`config.mk`:
```
export PLATFORM = sky130hd
export DESIGN_NAME = clock_divider_ctrl
export DESIGN_NICKNAME = d
export VERILOG_FILES = /design/src/rtl/clock_divider_pkg.sv /design/src/rtl/rr_arbiter.sv /design/src/rtl/clock_divider_ctrl.sv
export SDC_FILE = /design/constraint.sdc
export NUM_CORES = 1
export LEC_CHECK = 0
export ABC_AREA = 1
export BUFFER_PORTS_ARGS = -buffer_cell sky130_fd_sc_hd__buf_2
export CORE_MARGIN = 2
export CORE_UTILIZATION = 35
export CTS_BUF_LIST = sky130_fd_sc_hd__clkbuf_2 sky130_fd_sc_hd__clkbuf_4 sky130_fd_sc_hd__clkbuf_8
export CTS_CLUSTER_DIAMETER = 120
export CTS_CLUSTER_SIZE = 8
export DETAILED_ROUTE_END_ITERATION = 8
export PLACE_DENSITY = 0.68
export SLEW_MARGIN = 10
export SYNTH_ARGS = -nofsm -noshare
export SYNTH_HDL_FRONTEND = slang
export SYNTH_HIERARCHICAL = 1
export SYNTH_SLANG_ARGS = --single-unit
```
`constraint.sdc`:
```
create_clock -name clk_in -period 2.8 [get_ports clk_in]
set_clock_uncertainty 0.2 [all_clocks]
set_input_delay 0.14 -clock clk_in [delete_from_list [all_inputs] [get_ports clk_in]]
set_output_delay 0.14 -clock clk_in [all_outputs]
set_load 0.1 [all_outputs]
```
`src/rtl/clock_divider_pkg.sv`:
```
// Shared definitions for the clock divider and its scale-change controller.
package clock_divider_pkg;

  localparam int SCALE_W = 8;
  localparam logic [SCALE_W-1:0] DEFAULT_SCALE = 8'd1;

  typedef enum logic [1:0] {
    IDLE,
    WAIT_TICK,
    DWELL
  } ctrl_state_t;

endpackage

```
`src/rtl/rr_arbiter.sv`:
```
// Combinational round-robin pick: first set request at or after ptr, wrapping.
module rr_arbiter
  import clock_divider_pkg::*;
#(
  parameter int NREQ  = 4,
  parameter int PTR_W = (NREQ > 1) ? $clog2(NREQ) : 1
) (
  input  logic [NREQ-1:0]  req,
  input  logic [PTR_W-1:0] ptr,
  output logic [NREQ-1:0]  gnt
);

  logic [PTR_W:0] pos;
  logic           found;

  // ptr < NREQ and k < NREQ, so a single subtraction is enough for the wrap
  always_comb begin
    gnt   = '0;
    found = 1'b0;
    pos   = '0;
    for (int k = 0; k < NREQ; k++) begin
      pos = {1'b0, ptr} + (PTR_W+1)'(k);
      if (pos >= (PTR_W+1)'(NREQ)) begin
        pos = pos - (PTR_W+1)'(NREQ);
      end
      if (!found && req[pos[PTR_W-1:0]]) begin
        gnt[pos[PTR_W-1:0]] = 1'b1;
        found               = 1'b1;
      end
    end
  end

endmodule

```
`src/rtl/clock_divider_ctrl.sv`:
```
// Arbitrates divide-ratio change requests and applies the winner only on the
// divider's terminal-count tick, then holds off further changes for a dwell.
module clock_divider_ctrl #(
  parameter int                 NREQ          = 4,
  parameter int                 SCALE_W       = clock_divider_pkg::SCALE_W,
  parameter int                 DWELL_W       = 16,
  parameter logic [SCALE_W-1:0] DEFAULT_SCALE = SCALE_W'(clock_divider_pkg::DEFAULT_SCALE)
) (
  input  logic                    clk_in,
  input  logic                    rst,
  input  logic [NREQ-1:0]         req,
  input  logic [NREQ*SCALE_W-1:0] req_scale,
  input  logic [DWELL_W-1:0]      min_dwell,
  input  logic                    div_tick,
  output logic [SCALE_W-1:0]      scale_out,
  output logic [NREQ-1:0]         grant,
  output logic [NREQ-1:0]         ack,
  output logic                    busy
);

  import clock_divider_pkg::*;

  localparam int PTR_W = (NREQ > 1) ? $clog2(NREQ) : 1;

  // A divide ratio of zero is meaningless to the divider; treat it as 1.
  function automatic logic [SCALE_W-1:0] legal_scale(input logic [SCALE_W-1:0] s);
    return (s == '0) ? SCALE_W'(1) : s;
  endfunction

  function automatic logic [PTR_W-1:0] next_idx(input logic [PTR_W-1:0] i);
    return (i == PTR_W'(NREQ-1)) ? '0 : i + PTR_W'(1);
  endfunction

  ctrl_state_t        state_q;
  logic [PTR_W-1:0]   ptr_q;
  logic [PTR_W-1:0]   who_q;
  logic [SCALE_W-1:0] scale_q;
  logic [SCALE_W-1:0] pend_q;
  logic [NREQ-1:0]    grant_q;
  logic [NREQ-1:0]    ack_q;
  logic [DWELL_W-1:0] dwell_q;

  logic [NREQ-1:0]    arb_gnt;
  logic [PTR_W-1:0]   win_idx_d;
  logic [SCALE_W-1:0] win_scale_d;
  logic [NREQ-1:0]    who_1h;

  rr_arbiter #(
    .NREQ  (NREQ),
    .PTR_W (PTR_W)
  ) u_arb (
    .req (req),
    .ptr (ptr_q),
    .gnt (arb_gnt)
  );

  always_comb begin
    win_idx_d   = '0;
    win_scale_d = '0;
    for (int i = 0; i < NREQ; i++) begin
      if (arb_gnt[i]) begin
        win_idx_d   = PTR_W'(i);
        win_scale_d = req_scale[i*SCALE_W +: SCALE_W];
      end
    end
  end

  assign who_1h = {{(NREQ-1){1'b0}}, 1'b1} << who_q;

  always_ff @(posedge clk_in or posedge rst) begin
    if (rst) begin
      state_q <= IDLE;
      ptr_q   <= '0;
      who_q   <= '0;
      scale_q <= DEFAULT_SCALE;
      pend_q  <= DEFAULT_SCALE;
      grant_q <= '0;
      ack_q   <= '0;
      dwell_q <= '0;
    end else begin
      ack_q <= '0;
      case (state_q)
        IDLE: begin
          if (|req) begin
            grant_q <= arb_gnt;
            who_q   <= win_idx_d;
            pend_q  <= legal_scale(win_scale_d);
            state_q <= WAIT_TICK;
          end
        end
        // Abort beats the shortcut, which beats the tick
        WAIT_TICK: begin
          if (!req[who_q]) begin
            grant_q <= '0;
            ptr_q   <= next_idx(who_q);
            state_q <= IDLE;
          end else if (pend_q == scale_q) begin
            ack_q   <= who_1h;
            grant_q <= '0;
            ptr_q   <= next_idx(who_q);
            state_q <= IDLE;
          end else if (div_tick) begin
            scale_q <= pend_q;
            ack_q   <= who_1h;
            grant_q <= '0;
            dwell_q <= min_dwell;
            state_q <= DWELL;
          end
        end
        DWELL: begin
          if (dwell_q == '0) begin
            ptr_q   <= next_idx(who_q);
            state_q <= IDLE;
          end else begin
            dwell_q <= dwell_q - DWELL_W'(1);
          end
        end
        default: state_q <= IDLE;
      endcase
    end
  end

  assign scale_out = scale_q;
  assign grant     = grant_q;
  assign ack       = ack_q;
  assign busy      = (state_q != IDLE);

endmodule

```
==> results.py <==
metrics = {
    "setup_path": {
        "arrival_ns": 2.54,
        "startpoint_type": "flip-flop",
        "cp-end-kind": "flip-flop",
        "worstPathMaxFanout": 5,
        "crit_type": "reg2reg",
        "cp.required_ns": 2.84,
    },
    "routing": {
        "drt_pre_antenna_iters": 5,
        "drtIter0Drc": 157,
        "drc": 0,
        "ant_nets": 0,
        "vias": 3480,
        "vias_per_cell": 4.68,
        "finalWirelength_um": 8600,
        "routedWlPerCell_um": 11.6,
    },
    "timing": {
        "slew_headroom_pct": 33.6,
        "layout_min_cycle_time_ns": 2.50,
        "fin_crit_sh_pct": 89.4,
        "hold_violations": 0,
        "slew_violations": 0,
        "fmax_ghz": 0.399,
        "grt_setup_unrepaired": "false",
        "worst_slew_pin_slew_ns": 0.995,
        "fin_ws_ns": 0.297,
        "setup_viol": 0,
        "fin_tns_setup_ns": 0,
    },
    "floorplan": {
        "start_util_pct": 36.3,
        "num_io_pins": 72,
        "core_um2": 9280,
        "die_width_um": 102,
        "die_h_um": 102,
        "die_area_um2": 10400,
        "num_rows": 35,
    },
    "global_routing": {
        "grt_pass1_vias": 3285,
        "busiest_layer": "met2",
        "grt_pass1_wl_um": 14700,
        "grtUsageTotal_pct": 17.2,
        "met3_usage_pct": 2.94,
        "use_met2_pct": 31.1,
        "grt_antenna_before_repair": 0,
        "grt.overflow.total": 0,
        "grt_util_met1_pct": 22.1,
        "grt_max_degree": 47,
    },
    "synth": {
        "async_flop_share_pct": 100,
        "yosys_most_used_dff": "dfrtp_1",
        "synth_nets": 590,
        "ys_ff_latch": 46,
        "syn-cell-area_um2": 3370,
        "synth-edff-count": 0,
        "avgSynthCellArea_um2": 6.47,
        "yosys_warnings": 6,
        "seq_area_frac_synth_pct": 34.2,
        "yosysUniqueCellTypes": 32,
        "netlist_instances": 521,
    },
    "finish": {
        "final_util_pct": 45.1,
        "syn_to_final_growth_pct": 24.2,
        "final_common_cell": "nand2_1",
        "final_cell_mix": "nand2_1, buf_2, nand3_1",
        "num-fill-cells": 964,
        "layout-drive-gt1-share_pct": 20.2,
        "n_antenna_cell": 0,
        "fin_nets": 683,
        "final_area_um2": 4190,
    },
    "place": {
        "dpl_cell_area_um2": 3870,
        "place_ws_ns": 0.166,
        "gp_congestion": 0.905,
        "dpl.hpwl_um": 6430,
        "port_buffers": 71,
    },
    "clock_tree": {
        "cts_buffers": 5,
        "h-tree-depth": 2,
        "postCtsSetupBuffers": 0,
        "clkSinkCount": 46,
        "clk_pin_slew_worst_paths_ns": 0.10,
        "ctsLongestPathBuffers": 2,
        "cts_root_buf": "clkbuf_8",
        "clock_latency_ns": 0.30,
        "cts_tree": "built",
    },
    "worst_hold_path": {
        "hp-class": "in2reg",
    },
    "power": {
        "power.leakage_nw": 2.28,
        "peakVddDrop_mv": 0.760,
        "cellPowerDensity_nw_per_um2": 1260,
    },
    "flow_run": {
        "maxCapViolCount": 0,
    },
    "status": {
        "status": "finished clean",
    },
}
metal layers:
metal	up-vias	wire, um
met2	100	4190
li1	1813	-
met1	1563	3910
met3	4	457
met4	0	38
met5	-	0
synth_stat cells, drive strengths merged, types with 5 or more instances:
| cell | n | area share, % |
|---|---|---|
| nand2 | 229 | 26 |
| nand3 | 58 | 9.2 |
| inv | 55 | 6.1 |
| nor2 | 48 | 6.2 |
| dfrtp | 44 | 33 |
| o21ai | 28 | 4.5 |
| ha | 14 | 5.2 |
| a21oi | 12 | 1.8 |
| buf | 6 | 1.3 |
| clkbuf | 5 | 0.56 |
| or2 | 5 | 0.93 |
| xnor2 | 5 | 1.3 |
registers in the layout, indices dropped and copies added (netlist names):
name	flops
dwell_q	16
pend_q	8
scale_out	8
ack	4
grant	4
ptr_q	2
state_q	2
who_q	2
kinds of logic (layout without fill, tap and decap cells):
family          count (synthesis)  in the layout  share of synthesized area [%]
flops                          46             46                           34.2
fa+ha+maj                      14             14                           5.19
xor+xnor                        5              5                           1.30
buf+inv                        66            160                           8.01
simple gates                  344            344                           43.7
compound gates                 46             46                           7.57
worst max-delay path, stage by stage (launching register included):
cell and delay (ns):
dfrtp_1 0.40, inv_2 0.09, ha_1 0.27, inv_1 0.11
nand3_1 0.08, nand2_1 0.10, nand2_4 0.07, nor2_4 0.12
nand2_1 0.07, nand3_2 0.10, inv_1 0.07, nand2_1 0.09
inv_1 0.07, nand3_1 0.07, nand2_1 0.06, nor2_1 0.12
nand2_1 0.07, nor2_1 0.09, nand2_1 0.05, a21oi_1 0.12
worst paths after layout:
check	from	to	slack, ns	depth (start not counted)
max	ptr_q[1]	pend_q[0]	0.30	19
min	req_scale[6]	pend_q[6]	0.01	5
max reg2reg	ptr_q[1]	pend_q[0]	0.30	19
min reg2reg	dwell_q[1]	dwell_q[1]	0.29	2
max in group asynchronous	rst	ack[3]	1.37	3
min in group asynchronous	rst	scale_out[5]	0.41	3
timing repair:
item,4_1_cts,5_1_grt
endpoints found under the hold margin,62,0
endpoints found under the setup margin,0,4
resized for setup,0,8
hold buffers,20,0
layout make-up:
type	instances	area, um^2	area share [%]
tap	129	161	3.85
clock buffer	5	68.8	1.64
sequential	46	1150	27.5
inverter	55	206	4.93
multi-input combinational	409	1970	47.1
timing repair buffer	97	601	14.3
clock inverter	3	23.8	0.568
metrics by stage:
step | instances | power, W | hold WS, ns
final | 744 | 0.00527 | 0.0138
after global routing | 744 | 0.00582 | 0.0278
after CTS | 744 | 0.00524 | 0.00598
after detailed placement | 716 | 0.00477 | 0.240
after global placement | 716 | 0.00469 | 0.225
after floorplan | 521 | 0.00408 | 0.142
where the power goes:
| group | leakage [nW] | total (W) | internal (W) | switching [W] |
|---|---|---|---|---|
| Sequential | 0.585 | 0.00124 | 0.000968 | 0.000272 |
| Combinational | 1.65 | 0.00360 | 0.00108 | 0.00251 |
| Clock | 0.0408 | 0.000437 | 0.000179 | 0.000258 |
| Total | 2.28 | 0.00527 | 0.00223 | 0.00304 |
(Power assumes the default switching activity.)
